$ cat src/rtl/pp_pkg.sv
// Shared definitions for the peak-to-peak measurement scheduler:
// one-hot FSM encoding and the result width.
package pp_pkg;
  localparam int VPP_W = 33;

  typedef enum logic [4:0] {
    S_IDLE  = 5'b00001,
    S_START = 5'b00010,
    S_WAIT  = 5'b00100,
    S_ACC   = 5'b01000,
    S_DONE  = 5'b10000
  } state_e;
endpackage

$ cat src/rtl/pp_avg_acc.sv
// Accumulates per-window (max-min) and (max+min), and averages them over
// 2^AVG_LOG2 windows. Windows with max<min are flagged and contribute 0.
module pp_avg_acc
  import pp_pkg::*;
#(
  parameter int AVG_LOG2 = 2
) (
  input  logic                    clk,
  input  logic                    rst,
  input  logic                    i_clr,
  input  logic                    i_add,
  input  logic signed [31:0]      i_max,
  input  logic signed [31:0]      i_min,
  output logic                    o_range_hit,
  output logic [VPP_W-1:0]        o_vpp,
  output logic signed [31:0]      o_offset
);
  localparam int AW = VPP_W + AVG_LOG2;

  logic [AW-1:0]          vpp_acc_q, vpp_acc_d;
  logic signed [AW-1:0]   mid_acc_q, mid_acc_d;
  logic signed [VPP_W-1:0] max_x, min_x, diff, sum;

  always_comb begin
    max_x       = {i_max[31], i_max};
    min_x       = {i_min[31], i_min};
    diff        = max_x - min_x;
    sum         = max_x + min_x;
    o_range_hit = (i_max < i_min);
    vpp_acc_d   = vpp_acc_q;
    mid_acc_d   = mid_acc_q;
    if (i_clr) begin
      vpp_acc_d = '0;
      mid_acc_d = '0;
    end else if (i_add && !o_range_hit) begin
      // diff is non-negative here, so zero extension is exact
      vpp_acc_d = vpp_acc_q + AW'($unsigned(diff));
      mid_acc_d = mid_acc_q + AW'(sum);
    end
  end

  always_ff @(posedge clk) begin
    if (rst) begin
      vpp_acc_q <= '0;
      mid_acc_q <= '0;
    end else begin
      vpp_acc_q <= vpp_acc_d;
      mid_acc_q <= mid_acc_d;
    end
  end

  // Extra shift on mid folds the /2 of (max+min)/2 into the average.
  assign o_vpp    = VPP_W'(vpp_acc_q >> AVG_LOG2);
  assign o_offset = 32'(mid_acc_q >>> (AVG_LOG2 + 1));
endmodule

$ cat src/rtl/pp_sched.sv
// Peak-to-peak measurement scheduler: runs 2^AVG_LOG2 search windows on an
// external peak-search engine and reports averaged vpp and offset.
// Optional WAIT timeout is built when PP_SCHED_TIMEOUT_EN is defined.
module pp_sched
  import pp_pkg::*;
#(
  parameter int AVG_LOG2       = 2,
  parameter int TIMEOUT_MARGIN = 16
) (
  input  logic                clk,
  input  logic                rst,
  input  logic [31:0]         i_cfg_search_time,
  input  logic                i_cfg_continuous,
  input  logic                i_arm,
  input  logic                i_abort,
  output logic                o_search_start_pulse,
  output logic [31:0]         o_search_time,
  input  logic signed [31:0]  i_search_max,
  input  logic signed [31:0]  i_search_min,
  input  logic                i_search_end_pulse,
  output logic [VPP_W-1:0]    o_vpp,
  output logic signed [31:0]  o_offset,
  output logic                o_result_valid,
  output logic                o_busy,
  output logic                o_timeout,
  output logic                o_range_err
);
  localparam int CW = (AVG_LOG2 > 0) ? AVG_LOG2 : 1;
  localparam logic [CW-1:0] LAST = CW'((1 << AVG_LOG2) - 1);

  state_e              state_q, state_d;
  logic [31:0]         st_q, st_d;
  logic                cont_q, cont_d;
  logic [CW-1:0]       cnt_q, cnt_d;
  logic signed [31:0]  max_q, max_d, min_q, min_d;
  logic [VPP_W-1:0]    vpp_q, vpp_d;
  logic signed [31:0]  offset_q, offset_d;
  logic                range_err_q, range_err_d;
  logic                acc_clr, acc_add, done_fire, start_pulse, range_hit;
  logic [VPP_W-1:0]    avg_vpp;
  logic signed [31:0]  avg_offset;
`ifdef PP_SCHED_TIMEOUT_EN
  logic [32:0]         wait_cnt_q, wait_cnt_d, wait_limit;
  logic                timeout_q, timeout_d;
`endif

  pp_avg_acc #(.AVG_LOG2(AVG_LOG2)) u_acc (
    .clk        (clk),
    .rst        (rst),
    .i_clr      (acc_clr),
    .i_add      (acc_add),
    .i_max      (max_q),
    .i_min      (min_q),
    .o_range_hit(range_hit),
    .o_vpp      (avg_vpp),
    .o_offset   (avg_offset)
  );

  always_comb begin
    state_d     = state_q;
    st_d        = st_q;
    cont_d      = cont_q;
    cnt_d       = cnt_q;
    max_d       = max_q;
    min_d       = min_q;
    vpp_d       = vpp_q;
    offset_d    = offset_q;
    range_err_d = range_err_q;
    acc_clr     = 1'b0;
    acc_add     = 1'b0;
    done_fire   = 1'b0;
    start_pulse = 1'b0;
`ifdef PP_SCHED_TIMEOUT_EN
    timeout_d   = timeout_q;
    wait_limit  = {1'b0, st_q} + 33'(TIMEOUT_MARGIN) - 33'd1;
    wait_cnt_d  = (state_q == S_WAIT) ? wait_cnt_q + 33'd1 : '0;
`endif
    // Abort wins over everything; all other state simply holds.
    if (i_abort) begin
      state_d = S_IDLE;
    end else begin
      unique case (state_q)
        S_IDLE: if (i_arm) begin
          st_d        = (i_cfg_search_time == '0) ? 32'd1 : i_cfg_search_time;
          cont_d      = i_cfg_continuous;
          cnt_d       = '0;
          acc_clr     = 1'b1;
          range_err_d = 1'b0;
`ifdef PP_SCHED_TIMEOUT_EN
          timeout_d   = 1'b0;
`endif
          state_d     = S_START;
        end
        S_START: begin
          start_pulse = 1'b1;
          state_d     = S_WAIT;
        end
        S_WAIT: begin
          if (i_search_end_pulse) begin
            max_d   = i_search_max;
            min_d   = i_search_min;
            state_d = S_ACC;
          end
`ifdef PP_SCHED_TIMEOUT_EN
          else if (wait_cnt_q == wait_limit) begin
            timeout_d = 1'b1;
            state_d   = S_IDLE;
          end
`endif
        end
        S_ACC: begin
          acc_add = 1'b1;
          if (range_hit) range_err_d = 1'b1;
          if (cnt_q == LAST) begin
            state_d = S_DONE;
          end else begin
            cnt_d   = cnt_q + CW'(1);
            state_d = S_START;
          end
        end
        S_DONE: begin
          done_fire = 1'b1;
          vpp_d     = avg_vpp;
          offset_d  = avg_offset;
          if (cont_q) begin
            acc_clr = 1'b1;
            cnt_d   = '0;
            state_d = S_START;
          end else begin
            state_d = S_IDLE;
          end
        end
        default: state_d = S_IDLE;
      endcase
    end
  end

  always_ff @(posedge clk) begin
    if (rst) begin
      state_q     <= S_IDLE;
      st_q        <= '0;
      cont_q      <= 1'b0;
      cnt_q       <= '0;
      max_q       <= '0;
      min_q       <= '0;
      vpp_q       <= '0;
      offset_q    <= '0;
      range_err_q <= 1'b0;
    end else begin
      state_q     <= state_d;
      st_q        <= st_d;
      cont_q      <= cont_d;
      cnt_q       <= cnt_d;
      max_q       <= max_d;
      min_q       <= min_d;
      vpp_q       <= vpp_d;
      offset_q    <= offset_d;
      range_err_q <= range_err_d;
    end
  end

`ifdef PP_SCHED_TIMEOUT_EN
  always_ff @(posedge clk) begin
    if (rst) begin
      wait_cnt_q <= '0;
      timeout_q  <= 1'b0;
    end else begin
      wait_cnt_q <= wait_cnt_d;
      timeout_q  <= timeout_d;
    end
  end
  assign o_timeout = timeout_q;
`else
  assign o_timeout = 1'b0;
`endif

  // Result is presented during DONE and held in vpp_q/offset_q afterwards.
  assign o_vpp                = done_fire ? avg_vpp : vpp_q;
  assign o_offset             = done_fire ? avg_offset : offset_q;
  assign o_result_valid       = done_fire;
  assign o_search_start_pulse = start_pulse;
  assign o_search_time        = st_q;
  assign o_busy               = (state_q != S_IDLE);
  assign o_range_err          = range_err_q;
endmodule

$ cat config.mk
export PLATFORM = sky130hd
export DESIGN_NAME = pp_sched
export DESIGN_NICKNAME = d
export VERILOG_FILES = /design/src/rtl/pp_pkg.sv /design/src/rtl/pp_avg_acc.sv /design/src/rtl/pp_sched.sv
export SDC_FILE = /design/constraint.sdc
export NUM_CORES = 1
export LEC_CHECK = 0
export ABC_CLOCK_PERIOD_IN_PS = 5800
export CAP_MARGIN = 20
export CORE_ASPECT_RATIO = 1.1
export CORE_MARGIN = 2
export CORE_UTILIZATION = 56
export CTS_CLUSTER_SIZE = 20
export DETAILED_ROUTE_END_ITERATION = 8
export GPL_TIMING_DRIVEN = 0
export PLACE_DENSITY = 0.85
export SYNTH_ARGS = -nofsm -noshare
export SYNTH_HDL_FRONTEND = slang
export SYNTH_SLANG_ARGS = --single-unit
$ cat constraint.sdc
create_clock -name clk -period 5.8 [get_ports clk]
set_clock_uncertainty 0.2 [all_clocks]
set_input_delay 0.87 -clock clk [delete_from_list [all_inputs] [get_ports clk]]
set_output_delay 0.87 -clock clk [all_outputs]
set_load 0.01 [all_outputs]
==> metrics.txt, run 1 <==
Worst R2R End u_acc.vpp_acc_q[34]$_SDFFE_PP0P_; IO Port Bufs 202; hold buffers post-CTS 0; pin count of the biggest net entering global routing 15; total negative slack 0 ps; CTS Buf Count 25; P_int 2.70 mW; Initial Util 57.1%; clock slew at reported path FFs 60 ps; Sequential Power Share 47.8%; sequential area share after synthesis 33.2%; sw frac 22.7%; FF+latch count, synth 240; crit path kind flop to flop; Hold Path End max_q[0]$_SDFFE_PP0P_; Min-Delay Path Depth 2; Post-Syn Area 14,500 sq um; Area Overhead vs Synth 23.0%; worst-path fanout max 4; Clock Power Share 46.8%; Nets 2,181; RePlAce Congestion 0.952; MaxCap Viol Count 0; ys async rst share 0%; Final setup viols 0; via count 13,500; Worst EP arrival 5770 ps; Gate power share 5.4%; R2R Setup Slk 300 ps; post-DP HPWL 32,500 microns; Post-synth top cells nand2_1 (285), dfxtp_1 (240), a21oi_1 (195); Setup WS pre-CTS -254 ps; Avg Cell Area, Syn 8.48 sq um; top-level port count 204; initial antenna violation count 0; count leader, synth nand2_1; final hold slack 265 ps; mean number of vias per cell 5.84; Worst IR Drop VDD 0.000199 V; Worst-Skew Late Latency 550 ps; synth unique cells 74; cell taking the most area after synthesis dfxtp_1; PwrDens 196 nW/um^2; Worst EP required 6070 ps; Residual DRC 0; Tcrit/Tclk final 94.8%; die area 27,200 sq um; number of enable flip-flop cells after synthesis 0; Initial DRT Pass Iterations 5; clock root buffer master clkbuf_16; Slew Limit Fails 0; core area 25,300 sq um; # clock sinks 240; drt initial violations 848; Startpoint Class flop; H-tree depth 1; Hold Violations, Final 0; post-synthesis cell count 1,707; Routed WL per cell 18.3 microns; HP Start max_q[0]$_SDFFE_PP0P_; worst r2r path cells 23; row cnt 61; Switch Pwr 792 uW; WL final 42,100 microns; antenna cell count 0; vias in the first global route 13,400; Die X 157 microns; fin worst setup slack 300 ps; Inst Count DP 2,257; layout cells sized above 1 7.55%; status completed; slew margin rel. 33.5%; top cells by area, synth dfxtp_1 (33%), ha_1 (8.7%), nand2_1 (7.4%); class of the worst hold path flop to flop; total power 3.49 mW; worst reg2reg startpoint min_q[1]$_SDFFE_PP0P_; FMAX 182 MHz; global route total overflow 0; Synth warnings 0; Clock Path Buffers 3; crit path time final 5500 ps; Finished Layout Cells 2,306; element type at the critical path end flop; Global Route Usage Sum 30.7%; worst slew pin tran 997 ps; Syn Nets 1,947; first-pass GRT wire length 67,600 microns; Top FF cell, synth dfxtp_1; Synth top area share 33.2%; Routed Antenna Nets 0; die height 173 microns; CTS tree done; Leak 7.41 nW
-- power groups by stage --
stage | combinational [mW] | sequential (mW) | clock [mW]
after floorplan | 0.0525 | 1.71 | 0
after global placement | 0.182 | 1.70 | 0
after detailed placement | 0.185 | 1.71 | 0
after CTS | 0.187 | 1.67 | 1.64
after global routing | 0.198 | 1.67 | 1.72
final | 0.188 | 1.67 | 1.63
-- per-stage QoR --
step	util (%)	cell area [sq um]
floorplan	-	14500
global placement	66.8	16900
detailed placement	66.9	16900
CTS	70.2	17800
global route	70.3	17800
finish	70.3	17800
-- per-layer routing --
| metal | track usage (%) | wire length [microns] | part of all wire, % |
|---|---|---|---|
| met1 | 38.0 | 17400 | 41 |
| met2 | 51.9 | 19900 | 47 |
| met3 | 4.96 | 2680 | 6.4 |
| met4 | 14.4 | 2120 | 5.0 |
| met5 | 0 | 0 | 0 |
-- kinds of logic after synthesis --
logic type / count (synthesis) / synth area share, %
other: 1 / 0.0259
adder cells (fa/ha/maj): 138 / 13.8
flip-flops: 240 / 33.2
AND/OR/NAND/NOR: 578 / 18.6
multiplexers: 71 / 5.47
AO/OA/AOI/OAI: 455 / 20.1
buffers and inverters: 143 / 3.88
XOR/XNOR: 81 / 4.90
-- flip-flops by register name, summed over array words and instances, names as in the netlist --
name and cells:
u_acc.mid_acc_q 35, u_acc.vpp_acc_q 35, vpp_q 33, max_q 32
min_q 32, o_search_time 32, offset_q 32, state_q 5
cnt_q 2, cont_q 1, o_range_err 1
-- critical path, stage by stage (launching register included) --
cell and delay, ps:
dfxtp_2 390, inv_1 60, ha_1 260, nor2b_1 140
o21ai_1 90, a21boi_1 290, nor4_2 110, nor2_1 270
a31oi_1 160, nor4_1 460, o31ai_1 140, buf_4 160
xnor2_1 500, ha_1 350, a21o_1 200, a21o_1 190
a211oi_1 290, o21ai_0 170, o21ai_2 240, o21bai_1 110
a21oi_2 210, o21ai_0 100, nand3_1 110, mux2i_1 220
-- final cells by class --
class | count | area, sq um
fill | 2007 | 7530
sequential | 240 | 4810
multi-input combinational | 1324 | 9120
clock inverter | 12 | 125
inverter | 65 | 244
clock buffer | 34 | 699
buffer | 78 | 318
tap | 346 | 433
timing repair buffer | 207 | 2060
-- cells in the final DEF (no fill, tap or decap), drive strengths merged, types with 4 or more instances in the layout --
cell,netlist,layout
or2,6,6
o21ai,51,51
o21bai,14,14
mux2i,6,6
nor3,16,16
fa,37,37
and3,13,13
nor4,14,14
nand2,285,285
buf,16,21
clkbuf,62,96
a211oi,15,15
a311oi,6,6
clkdlybuf4s50,0,202
a21o,54,54
and2,5,5
a31oi,13,13
nand2b,17,17
or3,13,13
o22ai,8,8
o31ai,7,7
mux2,65,65
a211o,6,6
a21boi,5,5
a22o,29,29
nand4,13,13
o211ai,7,7
ha,101,101
a221oi,4,4
nand3,31,31
inv,65,67
dfxtp,240,240
nor2,77,77
xnor2,58,58
clkinv,0,5
xor2,23,23
o21a,12,12
a21oi,195,195
nor2b,77,77
-- repair_timing --
item,CTS,global route
pin swaps,1,2
resized for setup,2,6
endpoints found under the setup margin,5,5
buffers inserted,1,2
-- worst max path at each step --
stage                           from                                to  slack (ps)
2_1_floorplan  min_q[1]$_SDFFE_PP0P_  u_acc.vpp_acc_q[34]$_SDFFE_PP0P_         970
3_3_place_gp   min_q[1]$_SDFFE_PP0P_  u_acc.vpp_acc_q[34]$_SDFFE_PP0P_        -250
3_5_place_dp   min_q[1]$_SDFFE_PP0P_  u_acc.vpp_acc_q[34]$_SDFFE_PP0P_        -250
4_1_cts        min_q[1]$_SDFFE_PP0P_  u_acc.vpp_acc_q[34]$_SDFFE_PP0P_         110
5_1_grt        min_q[1]$_SDFFE_PP0P_  u_acc.vpp_acc_q[34]$_SDFFE_PP0P_         -40
6_report       min_q[1]$_SDFFE_PP0P_  u_acc.vpp_acc_q[34]$_SDFFE_PP0P_         300
No activity file was read; power rests on OpenSTA's default activity.
==> run 2, diff against run 1 <==
--- a/config.mk
+++ b/config.mk
@@ -6,8 +6,7 @@
 export NUM_CORES = 1
 export LEC_CHECK = 0
 export ABC_CLOCK_PERIOD_IN_PS = 5800
-export CAP_MARGIN = 20
-export CORE_ASPECT_RATIO = 1.1
+export CORE_ASPECT_RATIO = 1.75
 export CORE_MARGIN = 2
 export CORE_UTILIZATION = 56
 export CTS_CLUSTER_SIZE = 20
==> run 2 against run 1 <==
Against the previous run: core utilization about the same; maximum frequency up 1.5%; critical path type is now input pin to output pin; worst setup slack better by 83 ps; via count up 0.12%; die area up 0.18%; sequential share of layout area about the same; wire length up 2.8%; critical endpoint is now o_offset[31]; cell area about the same; highest routed layer unchanged.
==> metrics.txt, run 2 (synthesis results as in run 1) <==
status completed; Routed Antenna Nets 0 (unchanged); Tcrit/Tclk final 93.4% (-1.4 points); WL final 43,300 microns (+2.8%); final hold slack 266 ps (+1.23 ps); Startpoint Class input pin; initial antenna violation count 0 (unchanged); Finished Layout Cells 2,270 (-1.6%); Global Route Usage Sum 31.3% (+0.64 points); CTS tree done; Slew Limit Fails 0 (unchanged); Top Registers u_acc.mid_acc_q (35), u_acc.vpp_acc_q (35), vpp_q (33); element type at the critical path end output pin; antenna cell count 0 (unchanged); core area 25,300 sq um (about the same); RSZ-0062 raised after global routing no; Worst R2R End u_acc.vpp_acc_q[34]$_SDFFE_PP0P_; commonest cells after routing, fill and taps aside nand2_1 (285), dfxtp_1 (239), clkdlybuf4s50_1 (202), a21oi_1 (194), ha_1 (101); pin count of the biggest net entering global routing 16 (+1); Worst IR Drop VDD 0.000230 V (+15%); die area 27,200 sq um (+0.18%); Residual DRC 0 (unchanged); HP Start o_range_err$_SDFFE_PP0P_; via count 13,500 (+0.12%); top-level port count 204 (unchanged); Worst EP arrival 4350 ps (-1420 ps); Clock Power Share 47.6% (+0.8 points); IO Port Bufs 202 (unchanged); die height 217 microns (+26%); Area Overhead vs Synth 23.0% (about the same); slew margin rel. 5.70% (-28 points); # clock sinks 240 (unchanged); Worst EP required 4730 ps (-1340 ps); P_int 2.75 mW (+1.9%); H-tree depth 1 (unchanged); Sequential Power Share 47.1% (-0.7 points); CTS Buf Count 24 (-4.0%); crit path kind input pin to output pin; clock root buffer master clkbuf_16; total negative slack 0 ps (unchanged); RePlAce Congestion 1.01 (+6.1%); sw frac 22.4% (-0.26 points); crit path time final 5420 ps (-83.5 ps); Die X 126 microns (-20%); hold buffers post-CTS 0 (unchanged); MaxCap Viol Count 0 (unchanged); Worst-Skew Late Latency 550 ps (about the same); class of the worst hold path flop to flop; drt initial violations 864 (+1.9%); layout cells sized above 1 7.47% (-0.079 points); Routed WL per cell 19.1 microns (+4.4%); vias in the first global route 13,700 (+2.8%); mean number of vias per cell 5.94 (+1.7%); worst-path fanout max 10 (+6); post-DP HPWL 33,600 microns (+3.2%); Initial DRT Pass Iterations 5 (unchanged); row cnt 77 (+26%); worst r2r path cells 24 (+4.3%); R2R Setup Slk 460 ps (+160 ps); worst reg2reg startpoint min_q[1]$_SDFFE_PP0P_; Leak 7.42 nW (about the same); Final setup viols 0 (unchanged); Hold Violations, Final 0 (unchanged); first-pass GRT wire length 68,800 microns (+1.7%); global route total overflow 0 (unchanged); PwrDens 199 nW/um^2 (+1.6%); Inst Count DP 2,225 (-1.4%); commonest non-fill, non-tap cell in the layout nand2_1; Hold Path End o_range_err$_SDFFE_PP0P_; FMAX 185 MHz (+1.5%); Switch Pwr 795 uW (+0.38%); Clock Path Buffers 3 (unchanged); Initial Util 57.1% (about the same); Min-Delay Path Depth 1 (-1); worst slew pin tran 1410 ps (+412 ps); clock slew at reported path FFs 70 ps (about the same); Gate power share 5.3% (about the same); Nets 2,177 (-0.18%)
[run 2: final cells by class]
cell class / instances / area, sq um
clock inverters: 12 / 193
plain buffers: 78 / 318
well taps: 316 / 395
inverters: 65 / 244
fillers: 2026 / 7540
repair buffers: 204 / 2040
flip-flops and latches: 240 / 4810
multi-input cells: 1324 / 9150
clock buffers: 31 / 657
[run 2: stage by stage]
step,total power [mW],utilization (%),setup slack [ps],cell area (sq um)
6_report,3.54,70.2,384,17800
5_1_grt,3.63,70.2,53.2,17800
4_1_cts,3.56,70.1,19.1,17800
3_5_place_dp,1.89,66.7,-295,16900
3_3_place_gp,1.89,66.7,-236,16900
2_1_floorplan,1.76,-,971,14500
[run 2: timing repair]
action | in CTS | in global routing
endpoints found under the setup margin | 5 | 8
endpoints found under the hold margin | 0 | 0
gates resized for setup | 4 | 7
cloned | 0 | 0
pin swaps | 0 | 2
buffers inserted | 0 | 2
[run 2: power by group through the flow]
stage	clock network, mW	logic [mW]	registers (mW)
after detailed placement	0	0.185	1.71
after global placement	0	0.183	1.71
final	1.69	0.188	1.67
after CTS	1.70	0.187	1.67
after global routing	1.76	0.199	1.67
after floorplan	0	0.0525	1.71
[run 2: worst max-delay path: stages]
cell and delay, ps:
clkdlybuf4s50_1 460, clkbuf_1 270, nor2_1 390, clkbuf_1 660, buf_1 750, mux2_2 450
clkdlybuf4s50_1 500
[run 2: worst max path at each step]
stage / cells past startpoint / start / slack [ps] / endpoint
final: 7 / i_abort / 380 / o_offset[31]
after global routing: 24 / min_q[1]$_SDFFE_PP0P_ / 50 / u_acc.vpp_acc_q[34]$_SDFFE_PP0P_
after CTS: 24 / min_q[1]$_SDFFE_PP0P_ / 20 / u_acc.vpp_acc_q[34]$_SDFFE_PP0P_
after detailed placement: 24 / min_q[1]$_SDFFE_PP0P_ / -300 / u_acc.vpp_acc_q[34]$_SDFFE_PP0P_
after global placement: 24 / min_q[1]$_SDFFE_PP0P_ / -240 / u_acc.vpp_acc_q[34]$_SDFFE_PP0P_
after floorplan: 24 / min_q[1]$_SDFFE_PP0P_ / 970 / u_acc.vpp_acc_q[34]$_SDFFE_PP0P_
[run 2: routing by layer]
layer / wire [microns] / share of wire (%) / track usage, % / vias to the layer above
li1: - / - / - / 6440
met1: 15200 / 35 / 31.3 / 6399
met2: 22400 / 52 / 58.0 / 458
met3: 2260 / 5.2 / 5.43 / 182
met4: 3450 / 8.0 / 21.8 / 0
met5: 0 / 0 / 0 / -
==> run 3, diff against run 2 <==
--- a/config.mk
+++ b/config.mk
@@ -6,13 +6,13 @@
 export NUM_CORES = 1
 export LEC_CHECK = 0
 export ABC_CLOCK_PERIOD_IN_PS = 5800
-export CORE_ASPECT_RATIO = 1.75
 export CORE_MARGIN = 2
 export CORE_UTILIZATION = 56
 export CTS_CLUSTER_SIZE = 20
 export DETAILED_ROUTE_END_ITERATION = 8
 export GPL_TIMING_DRIVEN = 0
 export PLACE_DENSITY = 0.85
+export SLEW_MARGIN = 25
 export SYNTH_ARGS = -nofsm -noshare
 export SYNTH_HDL_FRONTEND = slang
 export SYNTH_SLANG_ARGS = --single-unit
==> run 3 against run 2 <==
Against the previous run: power up 5.4%; first-iteration DRC count rose by 17%; worst setup slack better by 26 ps; sequential power hardly changed; via count is 0.33% lower; critical path type is now flop to flop; register-to-register slack got worse by 50 ps; global-route usage decreased by 0.75 points.
==> metrics.txt, run 3 (synthesis results as in run 1) <==
status completed; Setup WS pre-CTS -159 ps (+136 ps); Nets 2,178 (+0.046%); via count 13,400 (-0.33%); slew margin rel. 30.2% (+24 points); Final setup viols 0 (unchanged); total power 3.73 mW (+5.4%); clock root buffer master clkbuf_16; WL final 42,400 microns (-2.1%); first-pass GRT wire length 66,400 microns (-3.4%); total negative slack 0 ps (unchanged); antenna cell count 0 (unchanged); layout cells sized above 1 7.91% (+0.44 points); vias in the first global route 13,000 (-5.4%); crit path kind flop to flop; initial antenna violation count 0 (unchanged); Worst-Skew Late Latency 550 ps (about the same); die area 27,200 sq um (-0.19%); Tcrit/Tclk final 92.9% (-0.45 points); Area Overhead vs Synth 24.0%; worst slew pin tran 1050 ps (-362 ps); GRT Max-Usage Layer met2; top-level port count 204 (unchanged); Leak 7.48 nW (+0.82%); mean number of vias per cell 5.87 (-1.2%); Bufs and invs on worst path 1 (-4); M3 GR Usage 5.05% (-0.38 points); Die X 165 microns (+31%); CP peak stage delay 490 ps (-260 ps); fin worst setup slack 410 ps (+26.3 ps); element type at the critical path end flop; IO Port Bufs 202 (unchanged); Startpoint Class flop; global route total overflow 0 (unchanged); core area 25,300 sq um (-0.33%); Layout Utilization 71.1% (+0.80 points); RSZ-0062 raised after global routing no; commonest cells after routing, fill and taps aside nand2_1 (285), dfxtp_1 (240), clkdlybuf4s50_1 (202), a21oi_1 (194), ha_1 (101); PwrDens 208 nW/um^2 (+4.5%); CTS Buf Count 27 (+13%); row cnt 58 (-25%); Global Route Usage Sum 30.6% (-0.75 points); RePlAce Congestion 0.965 (-4.5%); H-tree depth 1 (unchanged); die height 165 microns (-24%); Worst EP required 6070 ps (+1340 ps); Routed WL per cell 18.5 microns (-2.9%); commonest non-fill, non-tap cell in the layout nand2_1; Worst IR Drop VDD 0.000235 V (+2.3%); class of the worst hold path flop to flop; worst-path fanout max 8 (-2); clock slew at reported path FFs 70 ps (about the same); Hold Violations, Final 0 (unchanged); MaxCap Viol Count 0 (unchanged); Top Registers u_acc.mid_acc_q (35), u_acc.vpp_acc_q (35), vpp_q (33); Initial DRT Pass Iterations 5 (unchanged); cell at the slowest stage of the critical path or4b_1; Residual DRC 0 (unchanged); Worst EP arrival 5660 ps (+1310 ps); CTS tree done; Routed Antenna Nets 0 (unchanged); Crit path max-delay family compound AO/OA/AOI/OAI gates; M1 GR Usage 39.1% (+7.7 points); hold buffers post-CTS 0 (unchanged); Slew Limit Fails 0 (unchanged); critical-path cell list inv_1 -> ha_1 -> nor2b_1 -> o21ai_0 -> a21boi_1 -> nor4_2 -> nor2_1 -> a31oi_1 -> nor4_1 -> o31ai_2 -> or4b_1 -> o311ai_1 -> ha_1 -> nand2_1 -> o31ai_1 -> a211oi_2 -> o21ai_0 -> o21ai_2 -> o211ai_1 -> a21oi_1 -> xnor2_1 -> nand2_1 -> a21oi_1; GR Util met2 53.4% (-4.6 points); FMAX 186 MHz (+0.49%); crit path time final 5390 ps (-26.3 ps); final hold slack 265 ps (-1.82 ps); Clock Path Buffers 3 (unchanged); Initial Util 57.3% (+0.19 points); pin count of the biggest net entering global routing 15 (-1); post-DP HPWL 32,200 microns (-3.9%); drt initial violations 1,015 (+17%); # clock sinks 240 (unchanged)
[run 3: changes by cell type in the layout (fill, tap and decap cells not counted), sizes merged]
cell	change
clkbuf	+1
buf	-1
bufinv	+1
clkinv	+1
clkinvlp	+3
[run 3: power by group]
| part | total (mW) | internal (mW) | switching, mW |
|---|---|---|---|
| Clock | 1.88 | 1.15 | 0.731 |
| Sequential | 1.67 | 1.66 | 0.00849 |
| Combinational | 0.188 | 0.100 | 0.0875 |
[run 3: area by class of cell]
cell class,instances,area [sq um]
clock buffers,33,748
well taps,330,413
clock inverters,17,239
fillers,2020,7310
flip-flops and latches,240,4800
inverters,65,244
multi-input cells,1324,9150
plain buffers,77,314
repair buffers,203,2030
[run 3: per-stage QoR]
step           instances  area (sq um)
6_report            2289         17900
5_1_grt             2289         17900
4_1_cts             2289         17900
3_5_place_dp        2239         16900
3_3_place_gp        2239         16900
2_1_floorplan       1707         14500
[run 3: worst paths after layout]
path / end / cells after the start / slack (ps) / from
max: u_acc.vpp_acc_q[32]$_SDFFE_PP0P_ / 23 / 410 / min_q[1]$_SDFFE_PP0P_
min: u_acc.vpp_acc_q[0]$_SDFFE_PP0P_ / 2 / 260 / u_acc.vpp_acc_q[0]$_SDFFE_PP0P_
max reg2reg: u_acc.vpp_acc_q[32]$_SDFFE_PP0P_ / 23 / 410 / min_q[1]$_SDFFE_PP0P_
min reg2reg: u_acc.vpp_acc_q[0]$_SDFFE_PP0P_ / 2 / 260 / u_acc.vpp_acc_q[0]$_SDFFE_PP0P_
[run 3: repair_timing]
item                                    CTS  global route
gates cloned                              0             0
endpoints found under the hold margin     0             0
setup buffers                             0             1
endpoints found under the setup margin    5            10
pin swaps                                 0             1
resized for setup                         2             7
[run 3: per-layer routing]
| layer | vias to the layer above | share of wire (%) |
|---|---|---|
| met1 | 6430 | 43 |
| li1 | 6452 | - |
| met3 | 79 | 6.9 |
| met4 | 0 | 2.6 |
| met2 | 473 | 48 |
| met5 | - | 0 |
[run 3: worst min-delay path, cell delays in order (launching register included)]
cell and delay [ps]:
dfxtp_1 310, nand2_1 50, a21oi_1 50
